## config.mk

```make
export PLATFORM = sky130hd
export DESIGN_NAME = alu_pipe
export DESIGN_NICKNAME = d
export VERILOG_FILES = /design/src/rtl/alu_pipe_pkg.sv /design/src/rtl/alu_mul_serial.sv /design/src/rtl/alu_pipe.sv
export SDC_FILE = /design/constraint.sdc
export NUM_CORES = 1
export LEC_CHECK = 0
export ABC_CLOCK_PERIOD_IN_PS = 8720
export BUFFER_PORTS_ARGS = -buffer_cell sky130_fd_sc_hd__buf_4
export CORE_ASPECT_RATIO = 0.7
export CORE_MARGIN = 4
export CORE_UTILIZATION = 30
export CTS_CLUSTER_DIAMETER = 200
export DETAILED_ROUTE_END_ITERATION = 16
export SLEW_MARGIN = 15
export SYNTH_ARGS = -nofsm -noshare
export SYNTH_HDL_FRONTEND = slang
export SYNTH_HIERARCHICAL = 1
export SYNTH_SLANG_ARGS = --single-unit
```

## constraint.sdc

```tcl
create_clock -name clk -period 8.72 [get_ports clk]
set_clock_uncertainty 0.15 [all_clocks]
set_input_delay 2.18 -clock clk [delete_from_list [all_inputs] [get_ports clk]]
set_output_delay 2.18 -clock clk [all_outputs]
set_load 0.02 [all_outputs]
```

## src/rtl/alu_pipe_pkg.sv

```systemverilog
// Shared opcodes, FSM states and flag-register layout for the registered ALU.
package alu_pipe_pkg;

  localparam logic [3:0] OP_ADD = 4'd0;
  localparam logic [3:0] OP_SUB = 4'd1;
  localparam logic [3:0] OP_OR  = 4'd2;
  localparam logic [3:0] OP_AND = 4'd3;
  localparam logic [3:0] OP_ADC = 4'd4;
  localparam logic [3:0] OP_SBB = 4'd5;
  localparam logic [3:0] OP_NOT = 4'd6;
  localparam logic [3:0] OP_PAS = 4'd7;
  localparam logic [3:0] OP_XOR = 4'd8;
  localparam logic [3:0] OP_SHL = 4'd9;
  localparam logic [3:0] OP_SHR = 4'd10;
  localparam logic [3:0] OP_MUL = 4'd11;

  typedef enum logic [1:0] {
    StIdle = 2'd0,
    StMul  = 2'd1,
    StHold = 2'd2
  } state_e;

  localparam int unsigned FLAG_C    = 0;
  localparam int unsigned FLAG_Z    = 1;
  localparam int unsigned FLAG_N    = 2;
  localparam int unsigned FLAG_V    = 3;
  localparam int unsigned NUM_FLAGS = 4;

endpackage

```

## src/rtl/alu_mul_serial.sv

```systemverilog
// WIDTH-cycle unsigned shift-add multiplier. After done the registers keep the
// final product, so it can be read later while the result waits for the sink.
module alu_mul_serial #(
  parameter int unsigned WIDTH = 8
) (
  input  logic               clk,
  input  logic               rst_n,
  input  logic               start,
  input  logic [WIDTH-1:0]   a,
  input  logic [WIDTH-1:0]   w,
  output logic               done,
  output logic [2*WIDTH-1:0] product
);

  localparam int unsigned CNT_W = $clog2(WIDTH);

  logic [WIDTH-1:0] mcand_q, hi_q, lo_q;
  logic [CNT_W-1:0] cnt_q;
  logic             run_q;
  logic [WIDTH:0]   sum;
  logic [WIDTH-1:0] hi_step, lo_step;

  always_comb begin
    sum     = {1'b0, hi_q} + (lo_q[0] ? {1'b0, mcand_q} : '0);
    hi_step = sum[WIDTH:1];
    lo_step = {sum[0], lo_q[WIDTH-1:1]};
    done    = run_q && (cnt_q == CNT_W'(WIDTH - 1));
    // While running, expose the value the final step is about to store.
    product = run_q ? {hi_step, lo_step} : {hi_q, lo_q};
  end

  always_ff @(posedge clk or negedge rst_n) begin
    if (!rst_n) begin
      mcand_q <= '0;
      hi_q    <= '0;
      lo_q    <= '0;
      cnt_q   <= '0;
      run_q   <= 1'b0;
    end else if (start) begin
      mcand_q <= a;
      hi_q    <= '0;
      lo_q    <= w;
      cnt_q   <= '0;
      run_q   <= 1'b1;
    end else if (run_q) begin
      hi_q  <= hi_step;
      lo_q  <= lo_step;
      cnt_q <= cnt_q + CNT_W'(1);
      if (done) begin
        run_q <= 1'b0;
      end
    end
  end

endmodule

```

## src/rtl/alu_pipe.sv

```systemverilog
// Registered ALU with persistent C flag, NZV status, valid/ready on both sides
// and a serial multiply; all results pass through one output register.
module alu_pipe
  import alu_pipe_pkg::*;
#(
  parameter int unsigned WIDTH = 8,
  parameter int unsigned SEL_W = 4
) (
  input  logic             clk,
  input  logic             rst_n,
  input  logic             in_valid,
  output logic             in_ready,
  input  logic [WIDTH-1:0] a,
  input  logic [WIDTH-1:0] w,
  input  logic             cin,
  input  logic             use_cflag,
  input  logic [SEL_W-1:0] s,
  output logic             out_valid,
  input  logic             out_ready,
  output logic [WIDTH-1:0] d,
  output logic [WIDTH-1:0] d_hi,
  output logic             cout,
  output logic             zero,
  output logic             neg,
  output logic             ovf,
  output logic             busy
);

  localparam int unsigned MSB = WIDTH - 1;

  state_e                 state_q, state_d;
  logic                   out_valid_q, out_valid_d;
  logic [WIDTH-1:0]       d_q, d_d, dhi_q, dhi_d;
  logic [NUM_FLAGS-1:0]   flags_q, flags_d;

  logic                   out_free, accept, load, mul_start, mul_done;
  logic [2*WIDTH-1:0]     mul_prod;
  logic                   carry;
  logic [WIDTH:0]         add_x, sub_x, c_x;
  logic [WIDTH-1:0]       alu_d;
  logic                   alu_c, alu_v;

  assign out_free = !out_valid_q || out_ready;
  assign in_ready = (state_q == StIdle) && out_free;
  assign accept   = in_valid && in_ready;
  assign busy     = (state_q == StMul);

  alu_mul_serial #(
    .WIDTH (WIDTH)
  ) u_mul (
    .clk     (clk),
    .rst_n   (rst_n),
    .start   (mul_start),
    .a       (a),
    .w       (w),
    .done    (mul_done),
    .product (mul_prod)
  );

  always_comb begin
    carry = use_cflag ? flags_q[FLAG_C] : cin;
    c_x   = {{WIDTH{1'b0}}, carry};
    add_x = {1'b0, a} + {1'b0, w} + ((s == OP_ADC) ? c_x : '0);
    // Bit WIDTH of the difference is the unsigned borrow.
    sub_x = {1'b0, a} - {1'b0, w} - ((s == OP_SBB) ? c_x : '0);
  end

  always_comb begin
    alu_d = '0;
    alu_c = 1'b0;
    alu_v = 1'b0;
    case (s)
      OP_ADD, OP_ADC: begin
        alu_d = add_x[MSB:0];
        alu_c = add_x[WIDTH];
        alu_v = (a[MSB] == w[MSB]) && (add_x[MSB] != a[MSB]);
      end
      OP_SUB, OP_SBB: begin
        alu_d = sub_x[MSB:0];
        alu_c = sub_x[WIDTH];
        alu_v = (a[MSB] != w[MSB]) && (sub_x[MSB] != a[MSB]);
      end
      OP_OR:  alu_d = a | w;
      OP_AND: alu_d = a & w;
      OP_NOT: alu_d = ~a;
      OP_PAS: alu_d = a;
      OP_XOR: alu_d = a ^ w;
      OP_SHL: begin
        alu_d = {a[MSB-1:0], 1'b0};
        alu_c = a[MSB];
      end
      OP_SHR: begin
        alu_d = {1'b0, a[MSB:1]};
        alu_c = a[0];
      end
      default: ;
    endcase
  end

  always_comb begin
    state_d   = state_q;
    load      = 1'b0;
    mul_start = 1'b0;
    d_d       = d_q;
    dhi_d     = dhi_q;
    flags_d   = flags_q;
    unique case (state_q)
      StIdle: begin
        if (accept && (s == OP_MUL)) begin
          mul_start = 1'b1;
          state_d   = StMul;
        end else if (accept) begin
          load            = 1'b1;
          d_d             = alu_d;
          dhi_d           = '0;
          flags_d[FLAG_C] = alu_c;
          flags_d[FLAG_Z] = (alu_d == '0);
          flags_d[FLAG_N] = alu_d[MSB];
          flags_d[FLAG_V] = alu_v;
        end
      end
      StMul: begin
        if (mul_done) begin
          load    = out_free;
          state_d = out_free ? StIdle : StHold;
        end
      end
      StHold: begin
        if (out_ready) begin
          load    = 1'b1;
          state_d = StIdle;
        end
      end
      default: state_d = StIdle;
    endcase
    if (load && (state_q != StIdle)) begin
      d_d             = mul_prod[WIDTH-1:0];
      dhi_d           = mul_prod[2*WIDTH-1:WIDTH];
      flags_d[FLAG_C] = 1'b0;
      flags_d[FLAG_Z] = (mul_prod == '0);
      flags_d[FLAG_N] = mul_prod[2*WIDTH-1];
      flags_d[FLAG_V] = 1'b0;
    end
    out_valid_d = load ? 1'b1 : (out_ready ? 1'b0 : out_valid_q);
  end

  always_ff @(posedge clk or negedge rst_n) begin
    if (!rst_n) begin
      state_q     <= StIdle;
      out_valid_q <= 1'b0;
      d_q         <= '0;
      dhi_q       <= '0;
      flags_q     <= '0;
    end else begin
      state_q     <= state_d;
      out_valid_q <= out_valid_d;
      d_q         <= d_d;
      dhi_q       <= dhi_d;
      flags_q     <= flags_d;
    end
  end

  assign out_valid = out_valid_q;
  assign d         = d_q;
  assign d_hi      = dhi_q;
  assign cout      = flags_q[FLAG_C];
  assign zero      = flags_q[FLAG_Z];
  assign neg       = flags_q[FLAG_N];
  assign ovf       = flags_q[FLAG_V];

endmodule

```

Word level (Yosys, flattened, before mapping)
Cells that the tools add are included.
{ "totals": {"regBits": 51, "in_bits": 26} }
{ "op_classes": {"n_addsub": 6, "n_eq_ne": 22, "muxes": 43, "n_bitwise": 4, "reduce_logical": 22} }
{ "ops": {"columns": ["op", "count"], "rows": [
  ["2-to-1 mux 8 bit", 13],
  ["case mux 8 bit (9 select lines)", 1],
  ["== test 4 x 3 -> 1 bit (second input constant)", 4],
  ["== test 4 bit (second input constant)", 4],
  ["logical NOT 16 bit", 1],
  ["2-to-1 mux 16 bit", 1],
  ["2-to-1 mux 4 bit", 4],
  ["2-to-1 mux 1 bit", 14],
  ["nonzero test 2 bit", 5],
  ["adder 8 x 8 -> 9 bit", 1],
  ["adder 8 x 9 -> 9 bit", 1],
  ["adder 9 x 1 -> 9 bit", 1],
  ["subtractor 8 x 8 -> 9 bit", 1],
  ["subtractor 9 x 1 -> 9 bit", 1],
  ["bitwise AND 8 bit", 1],
  ["== test 4 x 2 -> 1 bit (second input constant)", 2],
  ["logical NOT 8 bit", 1],
  ["2-to-1 mux 2 bit", 4],
  ["NOT 8 bit", 1],
  ["bitwise OR 8 bit", 1],
  ["XOR 8 bit", 1],
  ["logical AND 1 bit", 7],
  ["2-to-1 mux 3 bit", 2],
  ["inequality test 2 x 1 -> 1 bit (second input constant)", 3],
  ["18 further kinds", 22]
]} }

Longest topological paths before layout
{ "depth": {"depth_word": 10, "ltp_mapped": 14} }

Modules after synthesis
Netlist, hierarchy kept.
{ "modules_own_cells": {"columns": ["mod", "instances", "cells_each", "area_each_um2"], "rows": [
  ["alu_pipe", 1, 341, 2817.7],
  ["alu_mul_serial", 1, 146, 1617.8]
]} }

Least setup slack after synthesis
Ideal clock, no wire load.
{ "synth_timing": {"path_kind": "input -> register", "start": "input s[0]", "end": "register flags_q[1]", "setup_time_ns": 0.092, "arrival_time_ns": 5.047, "path_slack_ns": 3.431, "cell_stages": 14, "path_buffers": 3, "cell_sequence": "buf_2 > buf_2 > buf_2 > nand4_1 > fa_1 > inv_1 > ha_1 > o21ai_0 > nand2_1 > xor2_1 > a221oi_1 > nand2_1 > or4_1 > o31ai_2"} }
{ "synth_between": {"elab_chain_cells": 9, "word_cells_on_any_way": 32, "cone_classes": "add/sub: 2; eq/ne: 12; mux: 9; reduce/logical: 9"} }
{ "synth_rtl": {"columns": ["item", "line_no", "rtl"], "rows": [
  ["from (decl)", "alu_pipe.sv:17", "input logic [SEL_W-1:0] s,"],
  ["== test 4 x 3 -> 1 bit, on equally long branches", "alu_pipe.sv:65, alu_pipe.sv:72, alu_pipe.sv:63", null],
  ["2-to-1 mux 1 bit, on equally long branches", "alu_pipe.sv:65, alu_pipe.sv:63", null],
  ["subtractor 9 x 1 -> 9 bit or adder 9 x 1 -> 9 bit (tied branches)", "alu_pipe.sv:65, alu_pipe.sv:63", null],
  ["case mux 8 bit (9 select lines)", "alu_pipe.sv:72", "case (s)"],
  ["logical NOT 8 bit", "alu_pipe.sv:117", "flags_d[FLAG_Z] = (alu_d == '0);"],
  ["2-to-1 mux 4 bit", "alu_pipe.sv:112", "end else if (accept) begin"],
  ["2-to-1 mux 4 bit", "alu_pipe.sv:109", "if (accept && (s == OP_MUL)) begin"],
  ["2-to-1 mux 4 bit", "alu_pipe.sv:107", "unique case (state_q)"],
  ["2-to-1 mux 4 bit", "alu_pipe.sv:136", "if (load && (state_q != StIdle)) begin"],
  ["to (signal assigned)", "alu_pipe.sv:159", "flags_q <= flags_d;"],
  ["to (decl)", "alu_pipe.sv:34", "logic [NUM_FLAGS-1:0] flags_q, flags_d;"]
]} }
Several ways; a longest one is shown, not always the timed one. The select of a mux whose other input is x is not followed.
A chain may end at the register's enable or synchronous reset.

Worst setup path in the final report
{ "layout_timing": {"start": "input s[2]", "end": "register flags_q[1]"} }
Same word-level chain as after synthesis.

==> flow_metrics.tcl <==
set metrics [dict create \
    worstPathRequired_ns 8.78 \
    rsz0062_at_grt "no" \
    critPathLaunch "s[2]" \
    syn-cell-area_um2 4440 \
    yosysTopAreaCellShare 0.288 \
    gp_congestion 0.952 \
    rrSetupSlack_ns 5.21 \
    crit_chain "buf_4 -> nor2b_1 -> nand4_1 -> fa_1 -> inv_1 -> ha_1 -> o21ai_0 -> nand2_1 -> xor2_1 -> a221oi_1 -> nand2_1 -> or4_1 -> o31ai_2" \
    cts.path.max_buffers 2 \
    synth_ff_type "dfrtp_1" \
    crit_family "simple AND/OR/NAND/NOR gates" \
    antenna_left 0 \
    dieArea_um2 16800 \
    wirelength_mm 12.8 \
    placed_cells 705 \
    r2r-start "flags_q[0]$_DFFE_PN0P_" \
    synth_edf_count 0 \
    cts_resized 0 \
    avgSynthCellArea_um2 9.11 \
    tns_ns 0 \
    die_w_um 153 \
    regArea_um2 1280 \
    cts_tree "built" \
    grt_overflow 0 \
    yosys.cell_types.count 72 \
    syn_inst 487 \
    utilization 0.357 \
    grt_pass1_wl_mm 20.6 \
    ios 49 \
    slew_headroom 0.238 \
    h-tree-depth 2 \
    path_max_fanout 19 \
    fillers 1489 \
    avgViaCountPerCell 5.44 \
    antenna_found_initial 0 \
    fp.coreArea_um2 14200 \
    drc 0 \
    clk_latency_ns 0.29 \
    path_buf_inv 2 \
    finalSetupViolCount 0 \
    initialDrtViolationCount 251 \
    clockRootBuffer "clkbuf_16" \
    end_kind "flop" \
    power.density_nw_per_um2 228 \
    nets 593 \
    grtUsageTotal 0.153 \
    power_mw 1.15 \
    ir_worst_vdd_mv 0.101 \
    area_growth_pct 14.1 \
    ys_seq_elements 51 \
    multiInputGateArea_um2 2890 \
    netlist.top_cell.by_area "dfrtp_1" \
    hold_path_class "reg2reg" \
    path_class "in2reg" \
    wl_per_cell_um 17.9 \
    grt_pass1_vias 3689 \
    synth_nets 558 \
    final.min_clock_period_ns 5.42 \
    crit_top_cell "nand2_1" \
    numCtsBuffers 5 \
    ys_seq_area_frac 0.288 \
    clock-sinks 51 \
    postCtsSetupRepairBufs 0 \
    max_stage_delay_ns 0.56 \
    yosysMostFrequentCell "dfrtp_1" \
    dr_total_vias 3879 \
    rows 36 \
    start_util 0.313 \
    min_period_over_period 0.621 \
    netlist_top_cells_count "51 x dfrtp_1, 41 x nand2_1, 40 x ha_1" \
    antenna_cells 0 \
    critPathLaunchType "input pin" \
    drtPass1Iterations 4 \
    synth_async_sr_flop_share 1.00 \
    clk_pin_slew_worst_paths_ns 0.07 \
    die_h_um 110 \
    yosysWarnings 6 \
    worst_slew_pin_slew_ns 1.14 \
    dp_hpwl_mm 9.84 \
    min-delay-start "u_mul/mcand_q[7]$_DFFE_PN0P_" \
    slew_violations 0 \
    stdcell_count 713 \
    grt_max_degree 52 \
    arrival_ns 5.47 \
    port_buffers 48 \
    maxCapViolCount 0 \
    critical_path.slowest_cell "fa_1" \
    hold_viol_final 0 \
    run_status "finished clean" \
    power.leakage_nw 2.34 \
    drive_above_1_share 0.199 \
    ctsHoldBuffers 0 \
    synth_area_leaders "dfrtp_1 29%, ha_1 11%, mux2_2 7.1%" \
    fmax_mhz 185 \
]
## logic make-up (layout without fill, tap and decap cells)
| group | Yosys count | count (layout) | synth area share |
|---|---|---|---|
| muxes | 46 | 46 | 0.115 |
| DFF | 51 | 51 | 0.288 |
| adders and majority gates | 45 | 45 | 0.135 |
| and+or+nand+nor | 148 | 148 | 0.180 |
| buffers and inverters | 58 | 94 | 0.0632 |
| xor gates and xnor gates | 14 | 14 | 0.0276 |
| AOI/OAI and AO/OA | 125 | 125 | 0.191 |
## metrics by stage
step / cell area [um2] / setup slack, ns / hold slack (ns)
floorplan: 4440 / 3.43 / 0.322
global placement: 4920 / 3.16 / 0.336
detailed placement: 4920 / 3.05 / 0.338
CTS: 5060 / 3.34 / 0.352
global route: 5060 / 3.10 / 0.370
finish: 5060 / 3.30 / 0.351
## layer usage
| metal | wire length (um) | global-route usage | part of all wire | vias to the layer above |
|---|---|---|---|---|
| met4 | 137 | 0.0271 | 0.011 | 0 |
| met2 | 5030 | 0.215 | 0.39 | 121 |
| met5 | 0 | 0 | 0 | - |
| met3 | 825 | 0.0283 | 0.064 | 12 |
| li1 | - | - | - | 1827 |
| met1 | 6800 | 0.244 | 0.53 | 1919 |
## final timing paths
path | to | cells past startpoint
max in group asynchronous | u_mul/hi_q[7]$_DFFE_PN0P_ | 1
max reg2reg | flags_q[1]$_DFFE_PN0P_ | 12
min reg2reg | u_mul/mcand_q[7]$_DFFE_PN0P_ | 1
min | u_mul/mcand_q[7]$_DFFE_PN0P_ | 1
min in group asynchronous | u_mul/cnt_q[0]$_DFFE_PN0P_ | 1
max | flags_q[1]$_DFFE_PN0P_ | 13
## sequential cells by signal, summed over array words and instances, names as in the netlist
| register | flops |
|---|---|
| u_mul/run_q | 1 |
| u_mul/mcand_q | 8 |
| u_mul/cnt_q | 3 |
| out_valid | 1 |
| u_mul/hi_q | 8 |
| d | 8 |
| flags_q | 4 |
| u_mul/lo_q | 8 |
| d_hi | 8 |
| state_q | 2 |
## power breakdown
group	total (mW)	internal [mW]	switching [mW]
Combinational	0.560	0.258	0.302
Clock	0.192	0.106	0.0859
Sequential	0.402	0.322	0.0795
Total	1.15	0.686	0.468
## placed cells by master, fill, tap and decap left out, types with 3 or more instances in the layout
cell type,n
o21ai_0,26
xor2_1,4
and3_1,5
nor2b_1,11
nor3b_1,4
a221o_1,5
fa_1,5
and2_1,12
mux2i_1,16
dfrtp_1,51
inv_1,34
nor4_1,6
a31oi_1,8
clkbuf_16,5
ha_1,40
a211oi_1,4
mux2_2,28
xnor2_1,10
a21o_1,8
a22oi_1,6
nor2_1,21
a21oi_1,29
o22ai_1,4
nand2b_1,8
o211ai_1,3
nand2_1,41
o21a_1,5
buf_4,52
nand3_1,8
nor3_1,8
or3_1,4
## cell type report
type / instances / share of cell area
well taps: 190 / 0.0470
repair buffers: 52 / 0.0772
clock buffers: 6 / 0.0255
inverters: 34 / 0.0252
clock inverters: 2 / 0.00247
multi-input cells: 378 / 0.570
flip-flops and latches: 51 / 0.252
Note: power is estimated with default switching activity, not from simulation.
